### config.mk
export PLATFORM = sky130hd
export DESIGN_NAME = servisia_uart_tx
export DESIGN_NICKNAME = d
export VERILOG_FILES = /design/src/rtl/servisia_uart_tx.sv
export SDC_FILE = /design/constraint.sdc
export NUM_CORES = 1
export LEC_CHECK = 0
export CAP_MARGIN = 20
export CORE_AREA = 10 10 129 131
export CTS_CLUSTER_DIAMETER = 80
export DETAILED_ROUTE_END_ITERATION = 10
export DIE_AREA = 0 0 139 141
export HOLD_SLACK_MARGIN = 0.1
export MAX_ROUTING_LAYER = met4
export PLACE_DENSITY = 0.44
export SLEW_MARGIN = 20
export SYNTH_ARGS = -nofsm -noshare
export SYNTH_HDL_FRONTEND = slang
export SYNTH_SLANG_ARGS = --single-unit
### constraint.sdc
create_clock -name wb_clk_i -period 2.1 [get_ports wb_clk_i]
set_clock_uncertainty 0.05 [all_clocks]
set_input_delay 0.42 -clock wb_clk_i [delete_from_list [all_inputs] [get_ports wb_clk_i]]
set_output_delay 0.42 -clock wb_clk_i [all_outputs]
set_load 0.02 [all_outputs]
### src/rtl/servisia_uart_tx.sv
// Wishbone-attached 8N1 UART transmitter with a small transmit FIFO.
// DATA (adr 0) writes queue a byte; STATUS (adr 1) reads {empty, busy, full}.
module servisia_uart_tx #(
  parameter int unsigned CLKS_PER_BIT = 16,
  parameter int unsigned FIFO_DEPTH   = 4
) (
  input  logic       wb_clk_i,
  input  logic       wb_rst_i,
  input  logic       wb_adr_i,
  input  logic [7:0] wb_dat_i,
  input  logic       wb_we_i,
  input  logic       wb_stb_i,
  output logic [7:0] wb_rdt_o,
  output logic       wb_ack_o,
  output logic       tx_o
);

  localparam int unsigned AW      = $clog2(FIFO_DEPTH);
  localparam logic [15:0] BaudMax = 16'(CLKS_PER_BIT - 1);
  localparam logic [AW:0] PtrOne  = {{AW{1'b0}}, 1'b1};

  typedef enum logic [1:0] {StIdle, StStart, StData, StStop} state_e;

  state_e      state_q, state_d;
  logic [15:0] baud_q, baud_d;
  logic [2:0]  bit_q, bit_d;
  logic [7:0]  shift_q, shift_d;
  logic        tx_q, tx_d;
  logic        ack_q, ack_d;
  logic [7:0]  rdt_q, rdt_d;
  logic [AW:0] wptr_q, wptr_d, rptr_q, rptr_d;
  logic [7:0]  mem_q [FIFO_DEPTH];

  logic       access, push, pop, full, empty, busy, baud_end;
  logic [7:0] head;

  // Pointers carry an extra wrap bit so full and empty are distinguishable.
  assign empty    = (wptr_q == rptr_q);
  assign full     = (wptr_q[AW] != rptr_q[AW]) && (wptr_q[AW-1:0] == rptr_q[AW-1:0]);
  assign busy     = (state_q != StIdle) || !empty;
  assign head     = mem_q[rptr_q[AW-1:0]];
  assign baud_end = (baud_q == BaudMax);

  // Bus side: one wait cycle per access, push on DATA writes, registered read data.
  always_comb begin
    access = wb_stb_i && !ack_q;
    ack_d  = access;
    // full is taken from the current pointers, so a same-cycle pop never frees a slot early
    push   = access && wb_we_i && !wb_adr_i && !full;
    rdt_d  = 8'h00;
    if (access && !wb_we_i && wb_adr_i) rdt_d = {5'b00000, empty, busy, full};
    wptr_d = push ? wptr_q + PtrOne : wptr_q;
    rptr_d = pop ? rptr_q + PtrOne : rptr_q;
  end

  // Transmit FSM next state; tx_d always reflects the bit of the state being entered.
  always_comb begin
    state_d = state_q;
    baud_d  = baud_q;
    bit_d   = bit_q;
    shift_d = shift_q;
    tx_d    = tx_q;
    pop     = 1'b0;
    unique case (state_q)
      StIdle: begin
        tx_d = 1'b1;
        if (!empty) begin
          pop     = 1'b1;
          shift_d = head;
          baud_d  = 16'd0;
          state_d = StStart;
          tx_d    = 1'b0;
        end
      end
      StStart: begin
        if (baud_end) begin
          baud_d  = 16'd0;
          bit_d   = 3'd0;
          state_d = StData;
          tx_d    = shift_q[0];
        end else begin
          baud_d = baud_q + 16'd1;
        end
      end
      StData: begin
        if (baud_end) begin
          baud_d  = 16'd0;
          shift_d = shift_q >> 1;
          bit_d   = bit_q + 3'd1;
          if (bit_q == 3'd7) begin
            state_d = StStop;
            tx_d    = 1'b1;
          end else begin
            tx_d = shift_q[1];
          end
        end else begin
          baud_d = baud_q + 16'd1;
        end
      end
      StStop: begin
        if (baud_end) begin
          baud_d = 16'd0;
          if (!empty) begin
            pop     = 1'b1;
            shift_d = head;
            state_d = StStart;
            tx_d    = 1'b0;
          end else begin
            state_d = StIdle;
            tx_d    = 1'b1;
          end
        end else begin
          baud_d = baud_q + 16'd1;
        end
      end
      default: begin
        state_d = StIdle;
        tx_d    = 1'b1;
      end
    endcase
  end

  // State registers; reset aborts any frame and discards queued bytes.
  always_ff @(posedge wb_clk_i or posedge wb_rst_i) begin
    if (wb_rst_i) begin
      state_q <= StIdle;
      baud_q  <= 16'd0;
      bit_q   <= 3'd0;
      shift_q <= 8'h00;
      tx_q    <= 1'b1;
      ack_q   <= 1'b0;
      rdt_q   <= 8'h00;
      wptr_q  <= '0;
      rptr_q  <= '0;
    end else begin
      state_q <= state_d;
      baud_q  <= baud_d;
      bit_q   <= bit_d;
      shift_q <= shift_d;
      tx_q    <= tx_d;
      ack_q   <= ack_d;
      rdt_q   <= rdt_d;
      wptr_q  <= wptr_d;
      rptr_q  <= rptr_d;
    end
  end

  // FIFO storage needs no reset; pointers alone define its contents.
  always_ff @(posedge wb_clk_i) begin
    if (push) mem_q[wptr_q[AW-1:0]] <= wb_dat_i;
  end

  assign tx_o     = tx_q;
  assign wb_ack_o = ack_q;
  assign wb_rdt_o = rdt_q;

endmodule
# Yosys cells after proc, flatten, opt, wreduce, memory -nomap -nowiden
# Memories as Yosys holds them, arrays and structs flattened.
# Index checks and enable logic that the tools add are counted.
[op_classes]
mux = 29
n_eq_ne = 13
n_reduce_logical = 22
n_addsub = 4
[op_table]
columns = ["op", "n"]
rows = [
  ["$mux 16", 2],
  ["$pmux 16 s2", 1],
  ["$mux 8", 3],
  ["$pmux 8 s3", 1],
  ["$add 16x1->16 const B", 1],
  ["$eq 16x4->1 const B", 1],
  ["$mux 1", 10],
  ["$mux 2", 5],
  ["$ne 2x2->1 const B", 5],
  ["$add 3x1->3 const B", 3],
  ["$mux 3", 3],
  ["$reduce_and 3->1", 3],
  ["$pmux 2 s4", 1],
  ["$logic_and 1x1->1", 7],
  ["$pmux 3 s2", 1],
  ["$logic_not 1->1", 5],
  ["$reduce_and 5->1", 1],
  ["$eq 2x2->1 const B", 2],
  ["$pmux 1 s4", 1],
  ["$reduce_bool 2->1", 2],
  ["$eq 3x3->1", 1],
  ["$eq 3x3->1 const B", 1],
  ["$reduce_bool 3->1", 1],
  ["$reduce_or 3->1", 1],
  ["6 further kinds", 6],
]
[totals]
mem_count = 1
out_inout_bits = 10
word_cells = 78
inputBits = 13
ramBits = 32
reg_bits = 40
[memory_table]
columns = ["memory", "words", "word_bits", "read_ports", "rd_ports_with_merged_regs", "wr", "line", "source"]
rows = [
  ["mem_q", 4, 8, 1, 0, 1, "32", "logic [7:0] mem_q [FIFO_DEPTH];"],
]

# Depth between registers and ports, before layout
# Gate-level depths: netlist of the first run.
[depth]
depth_word = 7
ltp_mapped = 8
ltp_nobuf = 6

# Worst setup path before layout of the first run
# Ideal clock, no wire load.
[synth_timing]
path_type = "register to register"
startpoint = "register baud_q[0]"
endpoint = "register state_q[1]"
path_stages_with_launch = 8
setup_slack_ns = 0.164
arrival_ns = 1.761
setup_ns = 0.125
required_ns = 1.925
period_less_slack_ns = 1.936
n_path_buf = 1
path_cell_list = "dfrtp_1 -> ha_1 -> and3_4 -> and4_1 -> buf_4 -> or2_4 -> nand3_4 -> mux2_4"
[synth_via]
elab_chain_len = 3
word_cells_on_any_way = 5
classes_between = "eq/ne: 4; reduce/logical: 1"
[synth_rtl]
columns = ["element", "line", "source"]
rows = [
  ["start: declaration", "25", "logic [15:0] baud_q, baud_d;"],
  ["start signal: assignment", "137", "baud_q <= baud_d;"],
  ["$eq 16x4->1 (*)", "42", "assign baud_end = (baud_q == BaudMax);"],
  ["$ne 2x2->1 (no source line)", "-", ""],
  ["$reduce_and 5->1 (no source line) (*)", "-", ""],
  ["end signal: assignment", "126", "state_q <= StIdle;"],
  ["end signal: assignment", "136", "state_q <= state_d;"],
  ["end: declaration", "24", "state_e state_q, state_d;"],
]
# Every way passes the cells marked *; elsewhere a longest branch is shown, timed or not.
# A chain may end at the register's enable or synchronous reset.

# Final worst setup path of the first run
# Ends and elaborated chain as after synthesis.

==> reports/metrics.yaml, run 1 <==
synthesis:
  synth_seq_area_share: 0.573
  ys_types: 54
  yosys.area_share.adder: 0.0511
  syn_avg_cell_area_um2: 13.1
  synth_top_cell_by_area: "dfrtp_1"
  netlist_area_um2: 3430
  synthArstFlopShare: 0.556
  synth_edf_count: 32
  synth_top_family_by_area: "simple AND/OR/NAND/NOR gates"
  yosysTopAreaCellShare: 0.285
  ys_top_cells_by_area: "dfrtp_1, edfxtp_1, mux4_2"
  yosys-top-cells-count: "dfrtp_1, edfxtp_1, nand2_1, o21ai_0, ha_1"
  synth.mux.area_fraction: 0.0851
  ys.flop_type: "dfrtp_1"
  yosys_warnings: 0
  yosys.area_share.simple: 0.134
  ys_ff_latch: 72
  synth_cells: 261
  synth-compound-area-share: 0.0822
  synth-xor-area-share: 0.0351
  synth.most_common_cell: "dfrtp_1"
layout:
  nets: 322
  fillers: 1439
  drive_above_1_share: 0.197
  n_antenna_cell: 0
  final-seq-area_um2: 1960
  multi_input_area_um2: 1360
  syn_to_final_growth_pct: 23.8
timing:
  fin_crit_ps: 2010
  slew-limit-headroom: 0.643
  grt_setup_unrepaired: "false"
  setup_viol: 0
  tns_ps: 0
  finalWorstSetupSlack_ps: 85.5
  whs_ps: 396
  worst_pin_slew_ps: 533
  period_share: 0.959
  hold_viol: 0
  slew_viol_final: 0
  fmax_mhz: 496
floorplanning:
  rows: 44
  die_area_um2: 19600
  die-height_um: 141
  die_x_um: 139
  pin_count: 23
  core_um2: 14200
  start_util: 0.241
detailed_routing:
  dr_total_vias: 2058
  via_per_inst: 4.25
  routed_wl_um: 6540
  wl_per_cell_um: 13.5
  route.detailed.drc: 0
  firstDrtPassIters: 4
  drt-initial-drc-count: 90
  ant_nets: 0
global_route:
  grt_use_met3: 0.0296
  gr-max-usage-layer: "met2"
  grt_pass1_wl_um: 11500
  grt_pass1_vias: 2186
  grt_overflow_total: 0
  grt_max_degree: 41
  grt.met2_usage: 0.110
  antenna_found_initial: 0
  met1_usage: 0.0903
  track_usage: 0.0750
clocking:
  root_buffer: "clkbuf_16"
  clk_latency_ps: 340
  cts_tree: "built"
  holdBufCountCts: 0
  cts_sinks: 72
  ctsHtreeMaxLevel: 3
  cts_setup_buffers: 0
  cts_buffers: 9
  clk_path_buf_depth: 2
  clk_pin_slew_ps: 60
pwr:
  p_per_area_nw_per_um2: 792
  total_power_mw: 3.36
  leakagePower_nw: 1.75
  ir_drop_mv: 0.561
run_status:
  outcome: "completed"
place:
  gp_congestion: 0.722
  dpl.hpwl_um: 4620
  io_buffers: 17
  dpl_worst_slack_ps: -89.4
setup_path:
  worstPathMaxFanout: 7
  critPathKind: "reg2reg"
  critPathCaptureType: "flop"
  worstPathArrival_ps: 2190
  critPathRequiredTime_ps: 2270
  cp-start-kind: "flop"
min_path:
  hold_class: "in2async"
flow_run:
  maxCapViolCount: 0
-- kinds of logic after synthesis --
group | Yosys count
adder cells (fa/ha/maj) | 14
multiplexers | 18
AO/OA/AOI/OAI | 41
AND/OR/NAND/NOR | 80
other | 1
buffers and inverters | 23
flip-flops | 72
XOR/XNOR | 12
-- final timing paths --
path / from / end / slack (ps) / depth (start not counted)
min in group wb_clk_i: wb_ack_o / wb_ack_o / 400 / 1
max in group asynchronous: wb_rst_i / tx_o / 1340 / 3
max reg2reg: baud_q[0] / state_q[1] / 90 / 6
min: wb_rst_i / wb_ack_o / 400 / 3
min reg2reg: wb_ack_o / wb_ack_o / 400 / 1
max: baud_q[0] / state_q[1] / 90 / 6
-- worst max-delay path, stage by stage (launching register included) --
cell and delay, ps:
dfrtp_1 410, ha_1 240, and3_4 210, and4_2 310, or2_4 300, nand3_4 90, mux2_4 300
-- where the power goes --
group | switching [mW] | internal, mW
Clock | 0.662 | 0.834
Sequential | 0.0533 | 1.53
Combinational | 0.154 | 0.124
Total | 0.869 | 2.49
-- flip-flops by register name, indices dropped and copies added (netlist names) --
| signal | flops |
|---|---|
| mem_q | 32 |
| baud_q | 16 |
| shift_q | 8 |
| bit_q | 3 |
| rptr_q | 3 |
| wb_rdt_o | 3 |
| wptr_q | 3 |
| state_q | 2 |
| tx_o | 1 |
| wb_ack_o | 1 |
-- repair_timing --
action | 4_1_cts | 5_1_grt
gates resized for setup | 0 | 3
endpoints found under the hold margin | 0 | 0
setup endpoints to repair | 0 | 13
-- per-layer routing --
metal / routed length, um / up-vias
met5: 0 / -
met4: 114 / 0
met3: 238 / 7
met2: 3040 / 32
met1: 3150 / 991
li1: - / 1028
-- layout by cell type, fill, tap and decap left out, types with 2 or more instances in the layout --
| master | count |
|---|---|
| a21oi_1 | 2 |
| a31oi_1 | 2 |
| a32o_1 | 2 |
| and2_1 | 4 |
| and3_1 | 5 |
| buf_12 | 5 |
| buf_4 | 12 |
| clkbuf_16 | 9 |
| clkdlybuf4s50_1 | 17 |
| clkinv_4 | 2 |
| conb_1 | 5 |
| dfrtp_1 | 39 |
| edfxtp_1 | 32 |
| ha_1 | 14 |
| inv_1 | 8 |
| inv_6 | 3 |
| mux2_4 | 2 |
| mux2i_1 | 7 |
| mux4_2 | 8 |
| nand2_1 | 26 |
| nand2b_1 | 2 |
| nand3_1 | 10 |
| nand3b_1 | 2 |
| nand4_1 | 5 |
| nor2_1 | 10 |
| nor4_2 | 3 |
| o21ai_0 | 16 |
| o21ai_1 | 3 |
| o311ai_0 | 3 |
| o31ai_1 | 2 |
| o41ai_1 | 2 |
| xnor2_1 | 3 |
| xnor2_2 | 2 |
| xor2_1 | 7 |
-- area by class of cell --
| class | instances | share of cell area |
|---|---|---|
| Sequential cell | 72 | 0.463 |
| Clock buffer | 9 | 0.0531 |
| Clock inverter | 7 | 0.0168 |
| Multi-Input combinational cell | 170 | 0.321 |
| Timing Repair Buffer | 34 | 0.0850 |
| Tap cell | 184 | 0.0543 |
| Inverter | 8 | 0.00708 |
-- stage by stage --
step	area, um2	cells	util
after floorplan	3440	265	-
after global placement	3930	468	0.277
after detailed placement	3930	468	0.277
after CTS	4230	484	0.298
after global routing	4240	484	0.299
final	4240	484	0.299
Note: power is estimated with default switching activity, not from simulation.
==> inputs of run 2 (changes only) <==
- CORE_AREA: 10 10 129 131 -> 2 2 121 123
- CTS_CLUSTER_SIZE: not set -> 25
- DIE_AREA: 0 0 139 141 -> 0 0 123 125
==> reports/metrics.yaml, run 2 (synthesized netlist as in run 1, its figures left out) <==
clocking:
  clk_latency_ps: 330
  clk_path_buf_depth: 2
  holdBufCountCts: 0
  ctsHtreeMaxLevel: 3
  ctsResizeCount: 0
  root_buffer: "clkbuf_16"
  cts_setup_buffers: 0
  cts_buffers: 9
  cts_sinks: 72
  cts_tree: "built"
  clk_pin_slew_ps: 60
detailed_routing:
  route.detailed.drc: 0
  wl_per_cell_um: 13.2
  dr_total_vias: 2110
  ant_nets: 0
  via_per_inst: 4.33
  routed_wl_um: 6430
  firstDrtPassIters: 4
  drt-initial-drc-count: 66
setup_path:
  critPathRequiredTime_ps: 2270
  path_cells: "ha_1, and3_4, and4_2, or2_4, nand3_4, mux2_4"
  r2r_slack_ps: 100
  worstPathMaxFanout: 7
  critPathLaunch: "baud_q[0]"
  critPathSlowestCell: "dfrtp_1"
  worst-r2r-cell-count: 6
  critPathCaptureType: "flop"
  worstReg2RegEnd: "state_q[1]"
  r2r-start: "baud_q[0]"
  critPathKind: "reg2reg"
  worstPathArrival_ps: 2170
  cp-start-kind: "flop"
  slowest_delay_ps: 410
timing:
  slew-limit-headroom: 0.653
  worst_pin_slew_ps: 518
  period_share: 0.952
  fmax_mhz: 500
  fin_crit_ps: 2000
  slew_viol_final: 0
  finalWorstSetupSlack_ps: 99.9
  hold_viol: 0
  grt_setup_unrepaired: "false"
  setup_viol: 0
pwr:
  power.share.switching: 0.244
  leakagePower_nw: 1.74
  p_per_area_nw_per_um2: 768
  p_clk_frac: 0.428
  combPwrFrac: 0.086
  pwr-share-seq: 0.486
  ir_drop_mv: 0.535
  intPower_mw: 2.46
  switching_power_mw: 0.793
layout:
  layout_common_cells: "dfrtp_1, edfxtp_1, nand2_1, clkdlybuf4s50_1, o21ai_0"
  nets: 325
  drive_above_1_share: 0.198
  finalInstanceArea_um2: 4240
  largest_register_ffs: 32
  syn_to_final_growth_pct: 23.7
  n_antenna_cell: 0
  final_common_cell: "dfrtp_1"
floorplanning:
  die_area_um2: 15400
  die_x_um: 123
  pin_count: 23
  die-height_um: 125
  start_util: 0.241
  core_um2: 14200
  rows: 44
place:
  io_buffers: 17
  dpl_worst_slack_ps: -29.6
  placed_area_um2: 3950
  gp_congestion: 0.769
  dpl.hpwl_um: 4480
global_route:
  grt_pass1_vias: 2171
  grt_overflow_total: 0
  antenna_found_initial: 0
  grt_pass1_wl_um: 11300
  grt_max_degree: 41
  track_usage: 0.0988
flow_run:
  maxCapViolCount: 0
min_path:
  hold_class: "in2async"
run_status:
  outcome: "completed"
==> run 2: final cells by class <==
| type | count | area, um2 |
|---|---|---|
| Inverter | 8 | 30.0 |
| Clock inverter | 6 | 42.5 |
| Sequential cell | 72 | 1960 |
| Fill cell | 1492 | 9970 |
| Timing Repair Buffer | 37 | 383 |
| Multi-Input combinational cell | 170 | 1360 |
| Clock buffer | 10 | 229 |
| Tap cell | 184 | 230 |
==> run 2: routing by layer <==
metal	vias up	part of all wire	track usage
li1	1027	-	-
met3	6	0.039	0.0347
met1	1047	0.47	0.125
met5	-	0	-
met2	30	0.48	0.144
met4	0	0.017	0.0381
==> run 2: stage by stage <==
step	hold slack, ps	std cells	power [mW]	util	TNS, ps
floorplan	398	265	1.78	-	0
global placement	421	471	1.89	0.278	0
detailed placement	430	471	1.89	0.278	-47.7
CTS	396	487	3.32	0.297	0
global route	430	487	3.43	0.298	0
finish	399	487	3.25	0.298	0
==> run 2: worst max path at each step <==
stage	end	slack, ps
after floorplan	state_q[1]	160
after global placement	shift_q[4]	40
after detailed placement	shift_q[5]	-30
after CTS	shift_q[5]	8
after global routing	baud_q[6]	10
final	state_q[1]	100
==> run 2: critical path: cells and delay by family (launching register included) <==
kind	cells	cell delay (ps)
muxes	1	290
DFF	1	410
and+or+nand+nor	4	910
adders and majority gates	1	230
==> run 2: power groups by stage <==
stage | Clock (mW) | Sequential (mW) | Combinational, mW
final | 1.39 | 1.58 | 0.280
after CTS | 1.45 | 1.58 | 0.284
after floorplan | 0 | 1.60 | 0.180
after global routing | 1.52 | 1.59 | 0.325
after detailed placement | 0 | 1.61 | 0.283
after global placement | 0 | 1.61 | 0.282
